## config.mk

```make
export PLATFORM = sky130hd
export DESIGN_NAME = wb_commit_unit
export DESIGN_NICKNAME = d
export VERILOG_FILES = /design/src/rtl/wb_commit_unit.sv
export SDC_FILE = /design/constraint.sdc
export NUM_CORES = 1
export LEC_CHECK = 0
export CORE_ASPECT_RATIO = 1.4
export CORE_MARGIN = 2
export CORE_UTILIZATION = 42
export DETAILED_ROUTE_END_ITERATION = 6
export GPL_TIMING_DRIVEN = 0
export PLACE_DENSITY = 0.81
export SKIP_CTS_REPAIR_TIMING = 1
export SLEW_MARGIN = 20
export SYNTH_ARGS = -nofsm -noshare
export SYNTH_HDL_FRONTEND = slang
export SYNTH_SLANG_ARGS = --single-unit
```

## constraint.sdc

```tcl
create_clock -name clk -period 4.6 [get_ports clk]
set_input_delay 0.46 -clock clk [delete_from_list [all_inputs] [get_ports clk]]
set_output_delay 0.46 -clock clk [all_outputs]
set_load 0.005 [all_outputs]
```

## src/rtl/wb_commit_unit.sv

```systemverilog
// wb_commit_unit: write-back / commit stage of an in-order pipeline.
//
// Latches one instruction from the memory stage. It commits the register-file
// write, the TLB write/fill, or the TLB search/read request. Exceptions, ertn
// and refetch raise a pipeline flush. The unit also counts retired instructions.
//
// Ports
//   clk, reset                 clock (rising edge), asynchronous active-high reset
//   ms_to_ws_valid, ws_allowin upstream valid/allowin handshake
//   in_pc, in_result, in_dest, in_gr_we        instruction payload
//   in_ex, in_ertn, in_refetch                 exception / ertn / refetch flags
//   in_tlb_op, in_tlb_widx                     TLB op (1 SRCH,2 RD,3 WR,4 FILL), WR index
//   rf_we, rf_waddr, rf_wdata                  register-file write port
//   flush_pipe, flush_kind, refetch_pc         flush request (01 ex, 10 ertn, 11 refetch)
//   tlb_rd_req, tlb_we, tlb_windex             TLB control
//   instret                                    committed-instruction count
//   debug_wb_*                                 trace/debug port
module wb_commit_unit #(
    parameter int unsigned PC_W        = 32,
    parameter int unsigned DATA_W      = 32,
    parameter int unsigned RF_AW       = 5,
    parameter int unsigned TLB_IDX_W   = 4,
    parameter int unsigned FILL_MODE   = 0,
    parameter int unsigned FILL_STRIDE = 1
) (
    input  logic                 clk,
    input  logic                 reset,
    input  logic                 ms_to_ws_valid,
    output logic                 ws_allowin,
    input  logic [PC_W-1:0]      in_pc,
    input  logic [DATA_W-1:0]    in_result,
    input  logic [RF_AW-1:0]     in_dest,
    input  logic                 in_gr_we,
    input  logic                 in_ex,
    input  logic                 in_ertn,
    input  logic                 in_refetch,
    input  logic [2:0]           in_tlb_op,
    input  logic [TLB_IDX_W-1:0] in_tlb_widx,
    output logic                 rf_we,
    output logic [RF_AW-1:0]     rf_waddr,
    output logic [DATA_W-1:0]    rf_wdata,
    output logic                 flush_pipe,
    output logic [1:0]           flush_kind,
    output logic [PC_W-1:0]      refetch_pc,
    output logic                 tlb_rd_req,
    output logic                 tlb_we,
    output logic [TLB_IDX_W-1:0] tlb_windex,
    output logic [31:0]          instret,
    output logic [PC_W-1:0]      debug_wb_pc,
    output logic [3:0]           debug_wb_rf_wen,
    output logic [RF_AW-1:0]     debug_wb_rf_wnum,
    output logic [DATA_W-1:0]    debug_wb_rf_wdata
);

    localparam logic [2:0] OP_SRCH = 3'd1;
    localparam logic [2:0] OP_RD   = 3'd2;
    localparam logic [2:0] OP_WR   = 3'd3;
    localparam logic [2:0] OP_FILL = 3'd4;

    localparam logic [TLB_IDX_W-1:0] FILL_STEP =
        (FILL_MODE != 0) ? TLB_IDX_W'(FILL_STRIDE) : TLB_IDX_W'(1);

    typedef enum logic [0:0] {StIdle, StTlbWait} state_t;

    state_t                 state_q, state_d;
    logic                   ws_valid_q;
    logic [PC_W-1:0]        pc_q;
    logic [DATA_W-1:0]      result_q;
    logic [RF_AW-1:0]       dest_q;
    logic                   gr_we_q, ex_q, ertn_q, refetch_q;
    logic [2:0]             op_q;
    logic [TLB_IDX_W-1:0]   widx_q;
    logic [TLB_IDX_W-1:0]   fill_idx_q;
    logic [31:0]            instret_q;

    logic excepting, is_tlb_read, tlb_start, ws_ready_go, commit;

    assign excepting   = ex_q || ertn_q || refetch_q;
    assign is_tlb_read = (op_q == OP_SRCH) || (op_q == OP_RD);

    // FSM next state and the stall it causes.
    always_comb begin
        state_d   = StIdle;
        tlb_start = 1'b0;
        unique case (state_q)
            StIdle: begin
                // Excepting instructions never start a TLB lookup.
                if (ws_valid_q && is_tlb_read && !excepting) begin
                    tlb_start = 1'b1;
                    state_d   = StTlbWait;
                end
            end
            StTlbWait: state_d = StIdle;
            default:   state_d = StIdle;
        endcase
    end

    assign ws_ready_go = !tlb_start;
    assign ws_allowin  = !ws_valid_q || ws_ready_go;
    assign tlb_rd_req  = tlb_start;

    // ertn still retires; ex and refetch do not.
    assign commit = ws_valid_q && ws_ready_go && !ex_q && !refetch_q;

    assign rf_we    = commit && gr_we_q;
    assign rf_waddr = dest_q;
    assign rf_wdata = result_q;

    assign flush_pipe = ws_valid_q && excepting;
    always_comb begin
        flush_kind = 2'b00;
        if (flush_pipe) begin
            if (ex_q)        flush_kind = 2'b01;
            else if (ertn_q) flush_kind = 2'b10;
            else             flush_kind = 2'b11;
        end
    end
    assign refetch_pc = pc_q;

    assign tlb_we = commit && ((op_q == OP_WR) || (op_q == OP_FILL));
    always_comb begin
        tlb_windex = '0;
        if (op_q == OP_WR)        tlb_windex = widx_q;
        else if (op_q == OP_FILL) tlb_windex = fill_idx_q;
    end

    assign instret           = instret_q;
    assign debug_wb_pc       = pc_q;
    assign debug_wb_rf_wen   = {4{rf_we}};
    assign debug_wb_rf_wnum  = dest_q;
    assign debug_wb_rf_wdata = result_q;

    always_ff @(posedge clk or posedge reset) begin
        if (reset) begin
            state_q    <= StIdle;
            ws_valid_q <= 1'b0;
            pc_q       <= '0;
            result_q   <= '0;
            dest_q     <= '0;
            gr_we_q    <= 1'b0;
            ex_q       <= 1'b0;
            ertn_q     <= 1'b0;
            refetch_q  <= 1'b0;
            op_q       <= '0;
            widx_q     <= '0;
            fill_idx_q <= '0;
            instret_q  <= '0;
        end else begin
            state_q <= state_d;
            // A flush kills both the current and the incoming instruction.
            if (flush_pipe) begin
                ws_valid_q <= 1'b0;
            end else if (ws_allowin) begin
                ws_valid_q <= ms_to_ws_valid;
            end
            if (ms_to_ws_valid && ws_allowin && !flush_pipe) begin
                pc_q      <= in_pc;
                result_q  <= in_result;
                dest_q    <= in_dest;
                gr_we_q   <= in_gr_we;
                ex_q      <= in_ex;
                ertn_q    <= in_ertn;
                refetch_q <= in_refetch;
                op_q      <= in_tlb_op;
                widx_q    <= in_tlb_widx;
            end
            if (commit) begin
                instret_q <= instret_q + 32'd1;
            end
            if (commit && (op_q == OP_FILL)) begin
                fill_idx_q <= fill_idx_q + FILL_STEP;
            end
        end
    end

endmodule
```

Word level (Yosys, flattened, before mapping)
Cells that the tools add are included.
{ "totals": {"in_bits": 83, "romBits": 0, "ff_bits": 118, "ramBits": 0, "memories": 0, "latchBits": 0} }
{ "op_classes": {"n_shift": 0, "n_reduce_logical": 23, "addsub": 2, "mul": 0, "n_eq_ne": 4, "order_cmp": 0, "bitwise": 1, "div_mod_pow": 0, "mux": 10} }
{ "ops": {"columns": ["op", "n"], "rows": [
  ["32-bit by 1-bit adder with 32-bit output, second input constant", 1],
  ["1-bit logical AND", 11],
  ["4-bit 2-to-1 mux", 2],
  ["3-bit by 2-bit equality test with 1-bit output, second input constant", 2],
  ["1-bit zero test", 6],
  ["1-bit logical OR", 5],
  ["1-bit 2-to-1 mux", 5],
  ["4-bit by 1-bit adder with 4-bit output, second input constant", 1],
  ["2-bit 2-to-1 mux", 2],
  ["3-bit by 1-bit equality test with 1-bit output, second input constant", 1],
  ["3-bit equality test, second input constant", 1],
  ["1-bit one-hot mux with 2 select lines", 1],
  ["2-bit nonzero test", 1],
  ["1-bit inverter", 1]
]} }

Logic depth before layout (Yosys ltp)
{ "depth": {"ltp_word": 11, "ltp_mapped": 6, "ltp_nobuf": 5} }

Least setup slack after synthesis
OpenSTA, ideal clock, no wires.
{ "synth_timing": {"kind": "reg-to-reg", "from": "reg ex_q", "to": "reg pc_q[0] (netlist: debug_wb_pc[0])", "n_path_buf": 1, "arrival_ns": 1.817, "slack_ns": 2.658, "stages_incl_launch_ff": 7, "synth_period_minus_slack_ns": 1.942, "path_cell_list": "dfrtp_1 > or3b_1 > or3_4 > clkinv_4 > nor2_8 > buf_12 > mux2_4"} }
{ "synth_between": {"elab_chain_len": 10} }
{ "synth_rtl": {"columns": ["element", "line_no", "rtl"], "rows": [
  ["from (decl)", "70", "logic gr_we_q, ex_q, ertn_q, refetch_q;"],
  ["from (signal assigned)", "161", "ex_q <= in_ex;"],
  ["1-bit logical OR (2 in a row)", "78", "assign excepting = ex_q || ertn_q || refetch_q;"],
  ["1-bit zero test", "88", "if (ws_valid_q && is_tlb_read && !excepting) begin"],
  ["1-bit logical AND", "88", null],
  ["1-bit 2-to-1 mux", "88", null],
  ["1-bit 2-to-1 mux", "85", "unique case (state_q)"],
  ["1-bit zero test", "98", "assign ws_ready_go = !tlb_start;"],
  ["1-bit logical OR", "99", "assign ws_allowin = !ws_valid_q || ws_ready_go;"],
  ["named net ws_allowin", "29", "output logic ws_allowin,"],
  ["1-bit logical AND (2 in a row)", "156", "if (ms_to_ws_valid && ws_allowin && !flush_pipe) begin"],
  ["to (signal assigned)", "157", "pc_q <= in_pc;"],
  ["to (decl)", "67", "logic [PC_W-1:0] pc_q;"]
]} }
The timed path passes the listed nets, and every way through them passes these cells.
A chain may end at the register's enable or synchronous reset.

Worst setup path in the final report
{ "layout_timing": {"from": "reg ex_q", "to": "out debug_wb_rf_wen[1]"} }
{ "layout_between": {"elab_chain_len": 11} }
{ "layout_rtl": {"columns": ["element", "line_no", "rtl"], "rows": [
  ["1-bit logical OR (2 in a row)", "78", null],
  ["1-bit zero test", "88", null],
  ["1-bit logical AND", "88", null],
  ["1-bit 2-to-1 mux", "88", null],
  ["1-bit 2-to-1 mux", "85", null],
  ["1-bit zero test", "98", null],
  ["1-bit logical AND", "103", "assign commit = ws_valid_q && ws_ready_go && !ex_q && !refetch_q;"],
  ["1-bit logical AND (*) (2 in a row)", "103", null],
  ["1-bit logical AND (*)", "105", "assign rf_we = commit && gr_we_q;"],
  ["to (decl)", "50", "output logic [3:0] debug_wb_rf_wen,"]
]} }
Mark *: on every way between the ends. The rest lies on a longest branch, timed or not.

==> run_results.csv <==
group,metric,value,unit
timing,hold_violations,0,
final_layout,fill_cells,996,
critical_path,critPathArrivalTime,2.46,ns
synthesis,synth_area_per_cell,13.9,um2
floorplan,core.rowCount,50,
critical_path,worstPathCellList,"nor3b_2 > o21a_1 > and2_1 > buf_4 > clkdlybuf4s50_1",
final_layout,instances_no_fill,900,
global_routing,grt_max_degree,73,
clocking,cts_tree,"built",
detailed_routing,via_per_inst,4.71,
timing,final.setup_skew,0.0105,ns
timing,fmax,342,MHz
synthesis,synth_cell_types,37,
floorplan,die-width,103,um
timing,relSlewSlack,46.3,%
critical_path,start_kind,"register",
critical_path,worstPathRequired,4.14,ns
timing,rsz0062_at_grt,"no",
critical_path,slowest_delay,0.50,ns
detailed_routing,ant_nets,0,
clocking,clock-sinks,118,
clocking,cts_root_buffer,"clkbuf_16",
critical_path,r2r_end,"instret[24]",
power,powerDensity,485,mW/mm2
detailed_routing,wirelength,14900,um
critical_path,worstPathMaxFanout,6,
detailed_routing,route.vias.total,4236,
power,internal-power,0.00341,W
power,irDropWorstVdd,0.000287,V
floorplan,die_area,0.0148,mm2
placement,dp_hpwl,11200,um
timing,whs,0.460,ns
timing,slew_violations,0,
clocking,cts_inserted_buffers,17,
final_layout,syn_to_final_growth,61.1,%
final_layout,layout_common_cells,"clkdlybuf4s50_1, dfrtp_1, mux2_4",
critical_path,r2r_slack,2.40,ns
floorplan,design.core.area,0.0135,mm2
critical_path,slowest_stage,"clkdlybuf4s50_1",
power,power_frac_comb,36.8,%
global_routing,grt_pass1_vias,4537,
timing,fin_ws,1.68,ns
critical_path,cp_num_buf_inv,2,
synthesis,synthFlopType,"dfrtp_1",
timing,final.period_utilization,63.5,%
placement,dp_cells,868,
final_layout,drive_gt1_share,28.3,%
synthesis,yosysWarnings,0,
global_routing,grt_pass1_wl,23200,um
placement,numPortBuffers,267,
power,clock_power_share,30.7,%
detailed_routing,routedWlPerCell,16.6,um
job,cap_viol_max_count,0,
synthesis,synth_seq_cells,118,
clocking,clk_latency,0.40,ns
critical_path,worstSetupPathType,"reg -> out",
power,p_leak,4.25,nW
placement,gp_congestion,0.776,
global_routing,grt_usage,20.5,%
clocking,htreeDepth,4,
detailed_routing,dr.pass1.iters,4,
final_layout,fin_nets,790,
timing,tightest_slew,0.804,ns
outcome,status,"completed",
detailed_routing,drt_iter0_drc,109,
critical_path,crit_path_end_kind,"output pin",
power,p_sw_share,25.0,%
synthesis,synth_edf_count,0,
final_layout,final_common_cell,"clkdlybuf4s50_1",
hold_path,hp-class,"in -> async",
placement,place_ws,2.09,ns
final_layout,antenna_cells,0,
power,sequentialPowerShare,32.5,%
critical_path,r2r_cells,5,
detailed_routing,drc,0,
floorplan,pin_count,268,
synthesis,synth-async-reset-ratio,100,%
global_routing,grt_overflow,0,
synthesis,synth_fp_nets,503,
floorplan,die_h,143,um
floorplan,initial_core_util,43.3,%
synthesis,synthCells,418,
global_routing,grt_antenna_before_repair,0,
timing,finalCriticalPeriod,2.92,ns
timing,setup_viol,0,
critical_path,cp_top_family,"simple AND/OR/NAND/NOR gates",
synthesis,ys_seq_area_share,50.8,%
synthesis,synth_area,0.00582,mm2
clocking,cts.path.max_buffers,2,
power,switching_power,0.00114,W
critical_path,rr_startpoint,"ex_q",
timing,setup_tns,0,ns
clocking,path_clk_slew,0.06,ns
Yosys cell counts, types with 2 or more instances:
cell type    n  area (um2)
and3_1       2        12.5
clkbuf_1     4        15.0
mux2_4      80        1200
o211ai_1     2        15.0
a22o_1       3        26.3
buf_4       73         548
nor2b_1      2        12.5
xnor2_1      9        78.8
nand3_1     11        55.1
nand2_1     10        37.5
dfrtp_1    118        2950
buf_1        2        7.51
nor2_1       8        30.0
nor3_1       7        35.0
nor4_1      12        75.1
nor3b_1      2        15.0
and4_1       5        43.8
nand4_1      6        37.5
mux2_2       2        22.5
ha_1         2        25.0
xor2_1      25         219
or3_4        2        22.5
inv_1        6        22.5
and2_1       5        31.3
buf_12       8         160
power groups by stage:
stage | Sequential, W | Combinational, W | Clock (W)
finish | 0.00148 | 0.00167 | 0.00139
global placement | 0.00148 | 0.00165 | 0
detailed placement | 0.00149 | 0.00169 | 0
CTS | 0.00148 | 0.00169 | 0.00142
global route | 0.00151 | 0.00178 | 0.00146
floorplan | 0.00145 | 0.000772 | 0
layer usage:
layer,GRT usage (%),wire length [um],up-vias
met3,5.87,896,24
li1,-,-,1937
met4,7.06,310,0
met5,0,0,-
met2,36.4,8240,170
met1,22.9,5480,2105
flip-flops by register name (all words and copies together), names as in the netlist:
register	cells
op_q	3
fill_idx_q	4
refetch_q	1
widx_q	4
ertn_q	1
debug_wb_rf_wnum	5
ws_valid_q	1
state_q	1
gr_we_q	1
debug_wb_rf_wdata	32
instret	32
debug_wb_pc	32
ex_q	1
cell families after synthesis:
logic type / synth area share (%)
xor+xnor: 5.40
compound gates: 1.23
simple gates: 7.98
flops: 50.8
mux: 21.0
buf+inv: 13.2
fa+ha+maj: 0.430
cell type report:
cell class	count	area, um2	share of cell area [%]
inverters	7	36.3	0.387
clock inverters	12	178	1.90
clock buffers	20	447	4.76
repair buffers	268	2700	28.8
multi-input cells	205	2100	22.4
well taps	182	228	2.43
plain buffers	88	736	7.85
flip-flops and latches	118	2950	31.5
per-stage QoR:
stage	power [W]	utilization, %	cell area, um2
2_1_floorplan	0.00223	-	5820
3_3_place_gp	0.00313	64.8	8720
3_5_place_dp	0.00318	65.1	8750
4_1_cts	0.00459	69.7	9380
5_1_grt	0.00476	69.7	9380
6_report	0.00454	69.7	9380
worst reg2reg max path: stages, from the launching register on:
cell      delay, ns
dfrtp_1        0.44
nor3b_2        0.38
o211ai_1       0.28
clkbuf_1       0.33
nor4_1         0.51
xor2_1         0.12
worst max-delay path by stage:
| stage | slack, ns | endpoint | depth (start not counted) | from |
|---|---|---|---|---|
| global route | 1.54 | debug_wb_rf_wen[2] | 5 | ex_q |
| global placement | -0.58 | debug_wb_pc[29] | 2 | reset |
| CTS | 1.64 | debug_wb_rf_wen[1] | 5 | ex_q |
| floorplan | 1.01 | debug_wb_pc[0] | 1 | reset |
| finish | 1.68 | debug_wb_rf_wen[1] | 5 | ex_q |
| detailed placement | 2.09 | debug_wb_rf_wen[1] | 5 | ex_q |
(Power assumes the default switching activity.)
